--- src/rtl/control_sequencer_if.sv ---
// Bus between the SAP-1 instruction register side and the control sequencer.
// The sequencer uses the slave modport; the upstream driver uses master.
interface control_sequencer_if;
  // No handshake: run is a level-sensitive enable sampled on every falling
  // clk edge; opcode is live, and con/t_state/hlt are valid at all times.
  logic        run;
  logic [3:0]  opcode;
  logic [11:0] con;
  logic [5:0]  t_state;
  logic        hlt;

  modport master (output run, output opcode, input con, input t_state, input hlt);
  modport slave  (input run, input opcode, output con, output t_state, output hlt);
endinterface

--- src/rtl/control_sequencer.sv ---
// SAP-1 controller/sequencer: 6-state one-hot ring with {T-state, opcode} decode.
// Define SEQ_EARLY_END_EN to end LDA/OUT/unknown instructions early.
module control_sequencer #(
  parameter logic [3:0] OP_LDA = 4'h0,
  parameter logic [3:0] OP_ADD = 4'h1,
  parameter logic [3:0] OP_SUB = 4'h2,
  parameter logic [3:0] OP_OUT = 4'hE,
  parameter logic [3:0] OP_HLT = 4'hF
) (
  input logic               clk,
  input logic               reset,
  control_sequencer_if.slave bus
);

  localparam logic [5:0] T1 = 6'b000001;
  localparam logic [5:0] T2 = 6'b000010;
  localparam logic [5:0] T3 = 6'b000100;
  localparam logic [5:0] T4 = 6'b001000;
  localparam logic [5:0] T5 = 6'b010000;
  localparam logic [5:0] T6 = 6'b100000;

  localparam logic [11:0] CON_NOP = 12'h3E3;

  logic [5:0]  t_state_q;
  logic [5:0]  t_state_d;
  logic        hlt_q;
  logic        halt_now;
  logic        op_known;
  logic [11:0] con;

  assign op_known = (bus.opcode == OP_LDA) || (bus.opcode == OP_ADD) ||
                    (bus.opcode == OP_SUB) || (bus.opcode == OP_OUT) ||
                    (bus.opcode == OP_HLT);

  assign halt_now = (t_state_q == T3) && (bus.opcode == OP_HLT);

  // Any code outside the six legal ones falls back to T1, so the ring can
  // never settle on a non-one-hot value.
  always_comb begin
    t_state_d = T1;
    case (t_state_q)
      T1: t_state_d = T2;
      T2: t_state_d = T3;
      T3: begin
`ifdef SEQ_EARLY_END_EN
        t_state_d = op_known ? T4 : T1;
`else
        t_state_d = T4;
`endif
      end
      T4: begin
`ifdef SEQ_EARLY_END_EN
        t_state_d = (bus.opcode == OP_OUT) ? T1 : T5;
`else
        t_state_d = T5;
`endif
      end
      T5: begin
`ifdef SEQ_EARLY_END_EN
        t_state_d = (bus.opcode == OP_LDA) ? T1 : T6;
`else
        t_state_d = T6;
`endif
      end
      T6:      t_state_d = T1;
      default: t_state_d = T1;
    endcase
  end

  // The sequencer advances on the falling edge so control lines are settled
  // before the datapath registers load on the following rising edge.
  always_ff @(negedge clk or negedge reset) begin
    if (!reset) begin
      t_state_q <= T1;
      hlt_q     <= 1'b0;
    end else if (bus.run && !hlt_q) begin
      t_state_q <= t_state_d;
      if (halt_now) hlt_q <= 1'b1;
    end
  end

  always_comb begin
    con = CON_NOP;
    if (!hlt_q) begin
      case (t_state_q)
        T1: con = 12'h5E3;
        T2: con = 12'hBE3;
        T3: con = 12'h263;
        T4: begin
          if (bus.opcode == OP_LDA || bus.opcode == OP_ADD || bus.opcode == OP_SUB)
            con = 12'h1A3;
          else if (bus.opcode == OP_OUT)
            con = 12'h3F2;
        end
        T5: begin
          if (bus.opcode == OP_LDA)
            con = 12'h2C3;
          else if (bus.opcode == OP_ADD || bus.opcode == OP_SUB)
            con = 12'h2E1;
        end
        T6: begin
          if (bus.opcode == OP_ADD)
            con = 12'h3C7;
          else if (bus.opcode == OP_SUB)
            con = 12'h3CF;
        end
        default: con = CON_NOP;
      endcase
    end
  end

  assign bus.con     = con;
  assign bus.t_state = t_state_q;
  assign bus.hlt     = hlt_q;

endmodule

--- src/flat_wrapper.sv ---
// flat-port wrapper written by rule: the top's interface ports become plain ports
module control_sequencer_flat 
#(
  parameter logic [3:0] OP_LDA = 4'h0,
  parameter logic [3:0] OP_ADD = 4'h1,
  parameter logic [3:0] OP_SUB = 4'h2,
  parameter logic [3:0] OP_OUT = 4'hE,
  parameter logic [3:0] OP_HLT = 4'hF
)
  (clk, reset, bus_run, bus_opcode, bus_con, bus_t_state, bus_hlt);
  control_sequencer_if bus_i ();
  input logic clk;
  input logic reset;
  input wire logic [$bits(bus_i.run)-1:0] bus_run;
  input wire logic [$bits(bus_i.opcode)-1:0] bus_opcode;
  output wire logic [$bits(bus_i.con)-1:0] bus_con;
  output wire logic [$bits(bus_i.t_state)-1:0] bus_t_state;
  output wire logic [$bits(bus_i.hlt)-1:0] bus_hlt;
  assign bus_i.run = bus_run;
  assign bus_i.opcode = bus_opcode;
  assign bus_con = bus_i.con;
  assign bus_t_state = bus_i.t_state;
  assign bus_hlt = bus_i.hlt;
  control_sequencer #(.OP_LDA(OP_LDA), .OP_ADD(OP_ADD), .OP_SUB(OP_SUB), .OP_OUT(OP_OUT), .OP_HLT(OP_HLT)) u_core (.clk(clk), .reset(reset), .bus(bus_i));
endmodule
--- config.mk ---
export PLATFORM = sky130hd
export DESIGN_NAME = control_sequencer_flat
export DESIGN_NICKNAME = d
export VERILOG_FILES = /design/src/rtl/control_sequencer_if.sv /design/src/rtl/control_sequencer.sv /design/src/flat_wrapper.sv
export SDC_FILE = /design/constraint.sdc
export NUM_CORES = 1
export LEC_CHECK = 0
export BUFFER_PORTS_ARGS = -buffer_cell sky130_fd_sc_hd__buf_2
export CORE_MARGIN = 2
export CORE_UTILIZATION = 36
export CTS_BUF_LIST = sky130_fd_sc_hd__clkbuf_8
export CTS_CLUSTER_DIAMETER = 200
export CTS_CLUSTER_SIZE = 14
export DETAILED_ROUTE_END_ITERATION = 16
export GPL_TIMING_DRIVEN = 0
export PLACE_DENSITY = 0.66
export SETUP_SLACK_MARGIN = 0.3
export SYNTH_ARGS = -nofsm -noshare
export SYNTH_HDL_FRONTEND = slang
export SYNTH_SLANG_ARGS = --single-unit
export TNS_END_PERCENT = 100
--- constraint.sdc ---
create_clock -name clk -period 2.7 [get_ports clk]
set_clock_uncertainty 0.05 [all_clocks]
set_input_delay 0.675 -clock clk [delete_from_list [all_inputs] [get_ports clk]]
set_output_delay 0.675 -clock clk [all_outputs]
set_load 0.05 [all_outputs]
### Yosys cells after proc, flatten, opt, wreduce, memory -nomap -nowiden

Index checks and enable logic that the tools add are counted.

| storage, ports and cells | value |
|---|---|
| bits in registers | 7 |
| bits of input ports | 7 |
| output and inout bits | 19 |
| logic and storage cells | 29 |

| cells by class | value |
|---|---|
| eq/ne operators | 10 |
| mux-type cells | 9 |
| reduce and logical (&&, ||, !) cells | 8 |

Operator list:

| operator | count |
|---|---|
| $pmux 12 s6 | 1 |
| $mux 12 | 4 |
| $pmux 6 s5 | 1 |
| $mux 9 | 1 |
| $eq 4x4->1 const B | 2 |
| $eq 6x1->1 const B | 1 |
| $eq 6x2->1 const B | 1 |
| $eq 6x3->1 const B | 1 |
| $eq 6x4->1 const B | 1 |
| $eq 6x5->1 const B | 1 |
| $eq 6x6->1 const B | 1 |
| $mux 6 | 1 |
| $mux 5 | 1 |
| $eq 4x1->1 const B | 1 |
| $eq 4x2->1 const B | 1 |
| $logic_not 4->1 | 1 |
| $logic_or 1x1->1 | 3 |
| $logic_and 1x1->1 | 2 |
| $reduce_and 2->1 | 1 |
| $logic_not 1->1 | 1 |

### Logic depth before layout (Yosys ltp)

Gate-level depths: netlist (run 1).

| depth | value |
|---|---|
| depth after elaboration | 6 |
| mapped depth | 5 |
| mapped depth without buffers | 3 |

==> impl_metrics.env, run 1 <==
export IMPL_route_vias_total=907
export IMPL_endpoint_kind="primary output"
export IMPL_irDropWorstVdd_uv=580
export IMPL_largest_fanout_on_the_critical_path=9
export IMPL_number_of_buffers_added_to_fix_hold_violations_after_cts=0
export IMPL_die_footprint_mm2=0.00198
export IMPL_hold_removal_path_class="flop to flop"
export IMPL_wl_mm=3.59
export IMPL_final_hold_violation_count=0
export IMPL_timing_worst_slew_pin_value_ns=0.482
export IMPL_grt_pass1_wl_mm=4.03
export IMPL_post_synth_instance_area_um2=592
export IMPL_slowest_delay_ns=0.54
export IMPL_slew_headroom=0.677
export IMPL_via_count_of_the_first_global_routing_pass=816
export IMPL_maximum_number_of_pins_on_one_net_before_global_route_repair=11
export IMPL_area_growth_synth_to_final_pct=141
export IMPL_synthesis_yosys_warnings=0
export IMPL_maximum_level_of_the_cts_h_tree=1
export IMPL_finalWorstSetupSlack_ns=-1.45
export IMPL_netlist_cell_type_count=36
export IMPL_result_of_the_run="finished with violations"
export IMPL_num_io_pins=26
export IMPL_synth_edf_count=0
export IMPL_drive_above_1_share=0.740
export IMPL_dpl_worst_slack_ns=-1.27
export IMPL_worstPathBufferInverterCount=3
export IMPL_drc=0
export IMPL_start_util=0.388
export IMPL_crit_path_cell_trace="buf_6 > buf_4 > o21ai_0 > o211ai_1 > o211ai_1 > buf_4"
export IMPL_most_common_library_cell_in_the_layout_ignoring_fill_and_taps="sky130_fd_sc_hd__buf_6"
export IMPL_dominantRegCellSynth="sky130_fd_sc_hd__dfrtn_1"
export IMPL_report_final_slew_viol_count=0
export IMPL_failed_checks="setup timing"
export IMPL_route_detailed_wl_per_inst_um=25.1
export IMPL_drtIter0Drc=23
export IMPL_cts_root_buffer="sky130_fd_sc_hd__clkbuf_8"
export IMPL_synth_yosys_seq_area_share=0.298
export IMPL_syn_area_per_cell_um2=8.00
export IMPL_cts_root_to_sink_buffers=2
export IMPL_nNetsFinal=135
export IMPL_total_clock_sinks=7
export IMPL_critPathRequiredTime_ns=1.98
export IMPL_layout_cells_most_common_list="sky130_fd_sc_hd__buf_6, sky130_fd_sc_hd__buf_4, sky130_fd_sc_hd__buf_8"
export IMPL_total_power_uw=390
export IMPL_via_per_inst=6.34
export IMPL_rsz0062_at_grt="true"
export IMPL_core_mm2=0.00152
export IMPL_setup_total_negative_slack_ns=-18.31
export IMPL_die_y_um=44.5
export IMPL_worst_skew_pair_late_latency_ns=0.32
export IMPL_synth_nets=81
export IMPL_slowest_stage="sky130_fd_sc_hd__dfstp_2"
export IMPL_grt_overflow_total=0
export IMPL_synth_ff_latch_count=7
export IMPL_report_final_setup_viol=19
export IMPL_row_count=14
export IMPL_postRouteAntennaNets=0
export IMPL_power_leakage_nw=0.600
export IMPL_syn_inst=74
export IMPL_global_route_usage_total=0.284
export IMPL_firstDrtPassIters=4
export IMPL_timing_setup_critical_path_class="flop to primary output"
export IMPL_timing_critical_path_arrival_ns=3.43
export IMPL_globalplace_congestion=0.725
export IMPL_cts_buffers_inserted=3
export IMPL_io_buffers=25
export IMPL_tritoncts="built"
export IMPL_clk_pin_slew_ns=0.07
export IMPL_worst_path_dominant_cell_family="compound AO/OA/AOI/OAI gates"
export IMPL_maxCapViolCount=0
export IMPL_p_per_area_mw_per_mm2=274
export IMPL_startpoint_type="flop"
export IMPL_grt_antenna_before_repair=0
export IMPL_ffs_w_async_s_r_synth=1.00
export IMPL_antenna_diode_count=0
export IMPL_die_w_um=44.5
export IMPL_place_detailed_hpwl_mm=1.28
==> worst reg2reg max path, delay by kind of cell, from the launching register on <==
kind / cells / cell delay, ns
AND/OR/NAND/NOR: 1 / 0.55
buffers and inverters: 3 / 0.40
flip-flops: 1 / 0.37
AO/OA/AOI/OAI: 1 / 0.29
==> final timing paths <==
check,slack [ns],cells past startpoint,to,start
min reg2reg,0.62,2,u_core.bus.t_state[3],u_core.bus.t_state[3]
min in group asynchronous,1.43,1,u_core.bus.t_state[2],reset
min,0.62,2,u_core.bus.t_state[3],u_core.bus.t_state[3]
max in group asynchronous,0.91,1,u_core.bus.t_state[0],reset
max reg2reg,0.94,5,u_core.bus.hlt,u_core.bus.t_state[0]
max,-1.45,6,bus_con[8],u_core.bus.t_state[0]
==> through the flow <==
| step | hold WS, ns | instance area, um^2 | cells | util |
|---|---|---|---|---|
| floorplan | 0.714 | 711 | 74 | - |
| global placement | 0.494 | 856 | 115 | 0.562 |
| detailed placement | 0.500 | 856 | 115 | 0.562 |
| CTS | 0.578 | 1280 | 134 | 0.842 |
| global route | 0.645 | 1430 | 143 | 0.937 |
| finish | 0.623 | 1430 | 143 | 0.937 |
==> cell type report <==
type                            instances  area, um^2
Timing Repair Buffer                   49         484
Tap cell                               16        20.0
Fill cell                              47        96.3
Multi-Input combinational cell         58         627
Clock inverter                          2        7.51
Sequential cell                         7         176
Buffer                                  5        60.1
Inverter                                3        11.3
Clock buffer                            3        41.3
==> power breakdown <==
part | internal (mW) | switching, mW
Combinational | 0.0498 | 0.0657
Clock | 0.101 | 0.0605
Sequential | 0.109 | 0.00436
Total | 0.260 | 0.131
==> cell usage after synthesis, drive strengths merged, types with 2 or more instances <==
library cell	n	area, um^2
a21oi	2	10.0
buf	2	18.8
clkbuf	3	11.3
dfrtn	6	150
inv	4	15.0
nand2	5	18.8
nand2b	4	25.0
nand3	5	25.0
nor2	5	18.8
nor2b	3	18.8
nor3	4	25.0
nor4	4	25.0
o211ai	3	22.5
o21ai	4	20.0
or3	2	17.5
or4	2	18.8
==> cells by family after synthesis <==
| family | Yosys count | share of synthesized area |
|---|---|---|
| muxes | 1 | 0.0190 |
| and+or+nand+nor | 38 | 0.376 |
| xor gates and xnor gates | 1 | 0.0148 |
| DFF | 7 | 0.298 |
| buffers and inverters | 9 | 0.0761 |
| AOI/OAI and AO/OA | 18 | 0.216 |
==> flip-flops by register name (all words and copies together) (netlist names) <==
| name | flops |
|---|---|
| u_core.bus.hlt | 1 |
| u_core.bus.t_state | 6 |
==> per-layer routing <==
| layer | wire, um | vias up | global-route usage |
|---|---|---|---|
| met5 | 0 | - | 0 |
| met4 | 250 | 0 | 0.133 |
| met3 | 230 | 23 | 0.0204 |
| met2 | 1740 | 63 | 0.487 |
| met1 | 1380 | 438 | 0.358 |
| li1 | - | 383 | - |
==> what timing repair did <==
action	4_1_cts	5_1_grt
buffers inserted	15	9
resized for setup	69	21
pin swaps	4	10
cloned	0	0
endpoints found under the setup margin	26	26
Note: power is estimated with default switching activity, not from simulation.
==> run 2: changes to the inputs <==
--- a/config.mk
+++ b/config.mk
@@ -13,8 +13,9 @@
 export CTS_CLUSTER_SIZE = 14
 export DETAILED_ROUTE_END_ITERATION = 16
 export GPL_TIMING_DRIVEN = 0
-export PLACE_DENSITY = 0.66
+export PLACE_DENSITY = 0.68
 export SETUP_SLACK_MARGIN = 0.3
+export SLEW_MARGIN = 10
 export SYNTH_ARGS = -nofsm -noshare
 export SYNTH_HDL_FRONTEND = slang
 export SYNTH_SLANG_ARGS = --single-unit
==> constraint.sdc (replaced) <==
create_clock -name clk -period 3.8 [get_ports clk]
set_clock_uncertainty 0.05 [all_clocks]
set_input_delay 0.95 -clock clk [delete_from_list [all_inputs] [get_ports clk]]
set_output_delay 0.95 -clock clk [all_outputs]
set_load 0.05 [all_outputs]
==> run 2 against run 1 <==
Compared with the run above: the run still ends with setup timing left; clock power shrank 31%; critical path type unchanged; critical path depth shrank 1; clock-buffer cell count is the same; critical endpoint is now bus_con[3]; cell count grew 7.0%; largest power group unchanged; first-iteration DRC count grew 52%; global-route usage grew 2.4 points; via count grew 6.8%; power shrank 31%.
==> impl_metrics.env, run 2 (same netlist as run 1, synthesis figures left out) <==
export IMPL_result_of_the_run="finished with violations"
export IMPL_failed_checks="setup timing"
export IMPL_power_leakage_nw=0.620
export IMPL_timing_critical_path_to="bus_con[3]"
export IMPL_drtIter0Drc=35
export IMPL_clk_pin_slew_ns=0.06
export IMPL_irDropWorstVdd_uv=256
export IMPL_cts_root_to_sink_buffers=2
export IMPL_die_footprint_mm2=0.00198
export IMPL_postRouteAntennaNets=0
export IMPL_hold_removal_path_class="flop to flop"
export IMPL_dpl_worst_slack_ns=-0.952
export IMPL_startpoint_type="flop"
export IMPL_ff2ff_path_depth=5
export IMPL_critical_path_startpoint="u_core.bus.t_state[0]"
export IMPL_worstPathBufferInverterCount=2
export IMPL_setup_total_negative_slack_ns=-13.84
export IMPL_crit_path_cell_trace="buf_6 > or4_4 > or3_4 > nor3_4 > buf_6"
export IMPL_largest_fanout_on_the_critical_path=3
export IMPL_path_common_cell="sky130_fd_sc_hd__buf_6"
export IMPL_report_final_setup_viol=16
export IMPL_worst_skew_pair_late_latency_ns=0.32
export IMPL_drive_above_1_share=0.723
export IMPL_grt_overflow_total=0
export IMPL_regToRegStartpoint="u_core.bus.t_state[0]"
export IMPL_critPathRequiredTime_ns=2.80
export IMPL_maximum_level_of_the_cts_h_tree=1
export IMPL_largest_register_ffs=6
export IMPL_nNetsFinal=145
export IMPL_most_common_library_cell_in_the_layout_ignoring_fill_and_taps="sky130_fd_sc_hd__buf_6"
export IMPL_timing_critical_path_arrival_ns=3.94
export IMPL_drc=0
export IMPL_number_of_buffers_added_to_fix_hold_violations_after_cts=0
export IMPL_firstDrtPassIters=4
export IMPL_io_buffers=25
export IMPL_globalplace_congestion=0.746
export IMPL_antenna_diode_count=0
export IMPL_die_y_um=44.5
export IMPL_start_util=0.388
export IMPL_worst_path_dominant_cell_family="simple AND/OR/NAND/NOR gates"
export IMPL_maximum_number_of_pins_on_one_net_before_global_route_repair=11
export IMPL_report_final_slew_viol_count=0
export IMPL_die_w_um=44.5
export IMPL_timing_setup_critical_path_class="flop to primary output"
export IMPL_regToRegSetupSlack_ns=1.93
export IMPL_slowest_delay_ns=0.56
export IMPL_slowest_stage="sky130_fd_sc_hd__or4_4"
export IMPL_timing_worst_slew_pin_value_ns=0.520
export IMPL_row_count=14
export IMPL_core_mm2=0.00152
export IMPL_tritoncts="built"
export IMPL_route_detailed_wl_per_inst_um=22.2
export IMPL_route_vias_total=969
export IMPL_cts_buffers_inserted=3
export IMPL_final_hold_violation_count=0
export IMPL_rsz0062_at_grt="true"
export IMPL_layout_cells_most_common_list="sky130_fd_sc_hd__buf_6, sky130_fd_sc_hd__buf_4, sky130_fd_sc_hd__buf_2"
export IMPL_finalWorstSetupSlack_ns=-1.14
export IMPL_cts_root_buffer="sky130_fd_sc_hd__clkbuf_8"
export IMPL_num_io_pins=26
export IMPL_endpoint_kind="primary output"
export IMPL_global_route_usage_total=0.308
export IMPL_grt_antenna_before_repair=0
export IMPL_via_count_of_the_first_global_routing_pass=895
export IMPL_grt_pass1_wl_mm=4.34
export IMPL_total_clock_sinks=7
export IMPL_slew_headroom=0.652
export IMPL_worstSetupPathDepth=5
export IMPL_wl_mm=3.39
export IMPL_maxCapViolCount=0
export IMPL_p_per_area_mw_per_mm2=186
export IMPL_via_per_inst=6.33
export IMPL_area_growth_synth_to_final_pct=146
export IMPL_place_detailed_hpwl_mm=1.32
export IMPL_crit_reg2reg_capture="u_core.bus.hlt"
## run 2: per-layer routing
layer / vias up / GRT usage / routed length (um)
met1: 479 / 0.364 / 1310
li1: 406 / - / -
met4: 0 / 0.145 / 216
met5: - / 0 / 0
met2: 59 / 0.542 / 1640
met3: 25 / 0.0408 / 231
## run 2: timing repair
item	in CTS	in global routing
setup buffers	27	7
setup endpoints to repair	19	20
endpoints found under the hold margin	0	0
resized for setup	72	14
pin swaps	8	4
## run 2: stage by stage
stage                util  std cells  hold WS, ns  total power [mW]  instance area (um^2)
finish              0.956        153        0.629             0.271                  1460
global route        0.956        153        0.675             0.280                  1460
CTS                 0.885        146        0.551             0.252                  1350
detailed placement  0.548        115        0.510             0.124                   835
global placement    0.548        115        0.494             0.123                   835
floorplan               -         74        0.714             0.111                   689
## run 2: worst min path at each step
| stage | startpoint | end | slack, ns | depth (start not counted) |
|---|---|---|---|---|
| after floorplan | u_core.bus.t_state[0] | u_core.bus.t_state[0] | 0.71 | 3 |
| after global placement | u_core.bus.t_state[4] | u_core.bus.t_state[4] | 0.49 | 2 |
| after detailed placement | u_core.bus.t_state[4] | u_core.bus.t_state[4] | 0.51 | 2 |
| after CTS | u_core.bus.t_state[4] | u_core.bus.t_state[4] | 0.55 | 3 |
| after global routing | u_core.bus.t_state[3] | u_core.bus.t_state[3] | 0.68 | 2 |
| final | u_core.bus.t_state[3] | u_core.bus.t_state[3] | 0.63 | 2 |
## run 2: where the power goes
| group | total, mW | switching, mW | internal [mW] | leakage (nW) |
|---|---|---|---|---|
| sequential | 0.0812 | 0.00363 | 0.0776 | 0.0796 |
| clock | 0.112 | 0.0406 | 0.0716 | 0.0322 |
| combinational | 0.0779 | 0.0435 | 0.0344 | 0.508 |
## run 2: layout make-up
class / count / area, um^2
timing repair buffer: 59 / 579
fill: 37 / 67.6
inverter: 3 / 11.3
multi-input combinational: 58 / 574
tap: 16 / 20.0
clock inverter: 2 / 7.51
buffer: 5 / 46.3
sequential: 7 / 176
clock buffer: 3 / 41.3
## run 2: worst register-to-register path, cell delays in order (launching register included)
cell	delay, ns
sky130_fd_sc_hd__dfstp_2	0.37
sky130_fd_sc_hd__buf_6	0.11
sky130_fd_sc_hd__or4_4	0.56
sky130_fd_sc_hd__buf_4	0.18
sky130_fd_sc_hd__buf_4	0.14
sky130_fd_sc_hd__o41ai_1	0.37
==> run 3: changes to the inputs <==
--- a/config.mk
+++ b/config.mk
@@ -8,7 +8,6 @@
 export BUFFER_PORTS_ARGS = -buffer_cell sky130_fd_sc_hd__buf_2
 export CORE_MARGIN = 2
 export CORE_UTILIZATION = 36
-export CTS_BUF_LIST = sky130_fd_sc_hd__clkbuf_8
 export CTS_CLUSTER_DIAMETER = 200
 export CTS_CLUSTER_SIZE = 14
 export DETAILED_ROUTE_END_ITERATION = 16
==> constraint.sdc (replaced) <==
create_clock -name clk -period 3.8 [get_ports clk]
set_clock_uncertainty 0.05 [all_clocks]
set_input_delay 0.76 -clock clk [delete_from_list [all_inputs] [get_ports clk]]
set_output_delay 0.76 -clock clk [all_outputs]
set_load 0.05 [all_outputs]
==> run 3 against run 2 <==
Compared with the run above: the run still ends with setup timing left; critical path type unchanged; power shrank 15%; die area is the same; worst hold slack lost 0.028 ns.
==> impl_metrics.env, run 3 (same netlist as run 1, synthesis figures left out) <==
export IMPL_result_of_the_run="finished with violations"
export IMPL_failed_checks="setup timing"
export IMPL_grt_overflow_total=0
export IMPL_maximum_number_of_pins_on_one_net_before_global_route_repair=11
export IMPL_postRouteAntennaNets=0
export IMPL_nNetsFinal=135
export IMPL_slew_headroom=0.667
export IMPL_path_common_cell="sky130_fd_sc_hd__buf_6"
export IMPL_comb_power_share=0.315
export IMPL_regToRegStartpoint="u_core.bus.t_state[0]"
export IMPL_timing_setup_critical_path_class="flop to primary output"
export IMPL_final_hold_worst_slack_ns=0.601
export IMPL_drive_above_1_share=0.661
export IMPL_number_of_buffers_added_to_fix_hold_violations_after_cts=0
export IMPL_maximum_level_of_the_cts_h_tree=1
export IMPL_cts_root_buffer="sky130_fd_sc_hd__clkbuf_4"
export IMPL_total_clock_sinks=7
export IMPL_crit_reg2reg_capture="u_core.bus.t_state[0]"
export IMPL_cts_root_to_sink_buffers=2
export IMPL_slowest_stage="sky130_fd_sc_hd__or4_4"
export IMPL_min_delay_worst_endpoint="u_core.bus.t_state[2]"
export IMPL_timing_hold_worst_start="u_core.bus.t_state[2]"
export IMPL_via_count_of_the_first_global_routing_pass=746
export IMPL_die_w_um=44.5
export IMPL_post_route_design_area_mm2=0.00132
export IMPL_placement_cell_area_um2=826
export IMPL_critPathRequiredTime_ns=2.99
export IMPL_grt_pass1_wl_mm=3.33
export IMPL_worstPathBufferInverterCount=2
export IMPL_cts_buffers_inserted=3
export IMPL_worst_path_dominant_cell_family="simple AND/OR/NAND/NOR gates"
export IMPL_globalplace_congestion=0.783
export IMPL_regToRegSetupSlack_ns=2.08
export IMPL_startpoint_type="flop"
export IMPL_endpoint_kind="primary output"
export IMPL_row_count=14
export IMPL_setup_total_negative_slack_ns=-9.34
export IMPL_worst_skew_pair_late_latency_ns=0.33
export IMPL_p_per_area_mw_per_mm2=175
export IMPL_grt_antenna_before_repair=0
export IMPL_hold_removal_path_class="flop to flop"
export IMPL_dpl_worst_slack_ns=-0.760
export IMPL_irDropWorstVdd_uv=214
export IMPL_route_vias_total=842
export IMPL_io_buffers=25
export IMPL_internal_power_uw=152
export IMPL_clkPwrFrac=0.337
export IMPL_slowest_delay_ns=0.55
export IMPL_firstDrtPassIters=4
export IMPL_report_final_slew_viol_count=0
export IMPL_start_util=0.388
export IMPL_antenna_diode_count=0
export IMPL_largest_register_ffs=6
export IMPL_final_hold_violation_count=0
export IMPL_die_footprint_mm2=0.00198
export IMPL_place_detailed_hpwl_mm=1.31
export IMPL_maxCapViolCount=0
export IMPL_via_per_inst=5.89
export IMPL_crit_path_cell_trace="buf_6 > or4_4 > or3_4 > nor3_4 > buf_6"
export IMPL_rsz0062_at_grt="true"
export IMPL_switching_power_uw=79.2
export IMPL_area_growth_synth_to_final_pct=123
export IMPL_drtIter0Drc=31
export IMPL_finalWorstSetupSlack_ns=-0.941
export IMPL_power_share_of_the_sequential_group=0.349
export IMPL_die_y_um=44.5
export IMPL_power_leakage_nw=0.543
export IMPL_report_final_setup_viol=16
export IMPL_ff2ff_path_depth=5
export IMPL_clk_pin_slew_ns=0.05
export IMPL_most_common_library_cell_in_the_layout_ignoring_fill_and_taps="sky130_fd_sc_hd__buf_6"
export IMPL_global_route_usage_total=0.226
export IMPL_num_io_pins=26
export IMPL_timing_worst_slew_pin_value_ns=0.497
export IMPL_core_mm2=0.00152
export IMPL_timing_hold_worst_path_depth=3
export IMPL_largest_fanout_on_the_critical_path=3
export IMPL_timing_critical_path_arrival_ns=3.93
export IMPL_layout_cells_most_common_list="sky130_fd_sc_hd__buf_6, sky130_fd_sc_hd__buf_4, sky130_fd_sc_hd__buf_8"
export IMPL_tritoncts="built"
export IMPL_route_detailed_wl_per_inst_um=17.8
export IMPL_drc=0
export IMPL_wl_mm=2.54
export IMPL_netSwitchingFraction=0.343
## run 3: area by class of cell
type	instances	area [um^2]
timing repair buffer	49	469
inverter	3	11.3
buffer	5	48.8
tap	16	20.0
clock inverter	1	3.75
fill	76	204
sequential	7	176
multi-input combinational	58	564
clock buffer	4	26.3
## run 3: per-layer routing
layer	share of wire	track usage	vias to the layer above
li1	-	-	386
met1	0.39	0.254	398
met2	0.51	0.409	42
met3	0.052	0.0122	16
met4	0.049	0.145	0
met5	0	0	-
## run 3: worst min-delay path, stage by stage, from the launching register on
cell,delay [ns]
sky130_fd_sc_hd__dfrtn_1,0.48
sky130_fd_sc_hd__buf_4,0.14
sky130_fd_sc_hd__nand2_1,0.04
sky130_fd_sc_hd__o21ai_0,0.07
## run 3: power groups by stage
stage	logic, mW	registers, mW	clock network [mW]
global placement	0.0381	0.0813	0.00329
CTS	0.0558	0.0806	0.0770
floorplan	0.0186	0.0887	0.00329
global route	0.0763	0.0806	0.0798
detailed placement	0.0388	0.0817	0.00329
finish	0.0726	0.0805	0.0777
## run 3: worst max-delay path by stage
stage	depth (start not counted)	slack [ns]	from	endpoint
after detailed placement	4	-0.76	u_core.bus.t_state[2]	bus_con[0]
after global routing	5	-0.99	u_core.bus.t_state[3]	bus_con[3]
final	5	-0.94	u_core.bus.t_state[0]	bus_con[3]
after global placement	4	-0.77	u_core.bus.t_state[2]	bus_con[0]
after floorplan	4	-0.97	u_core.bus.t_state[3]	bus_con[3]
after CTS	5	-0.91	u_core.bus.t_state[0]	bus_con[3]
## run 3: repair_timing
action                     4_1_cts  5_1_grt
resized for setup               56       20
setup endpoints to repair       19       19
buffers inserted                12       12
pin swaps                        1        9
## run 3: through the flow
| stage | instances | utilization | power (mW) |
|---|---|---|---|
| after floorplan | 74 | - | 0.111 |
| after global placement | 115 | 0.542 | 0.123 |
| after detailed placement | 115 | 0.542 | 0.124 |
| after CTS | 131 | 0.752 | 0.213 |
| after global routing | 143 | 0.866 | 0.237 |
| final | 143 | 0.866 | 0.231 |
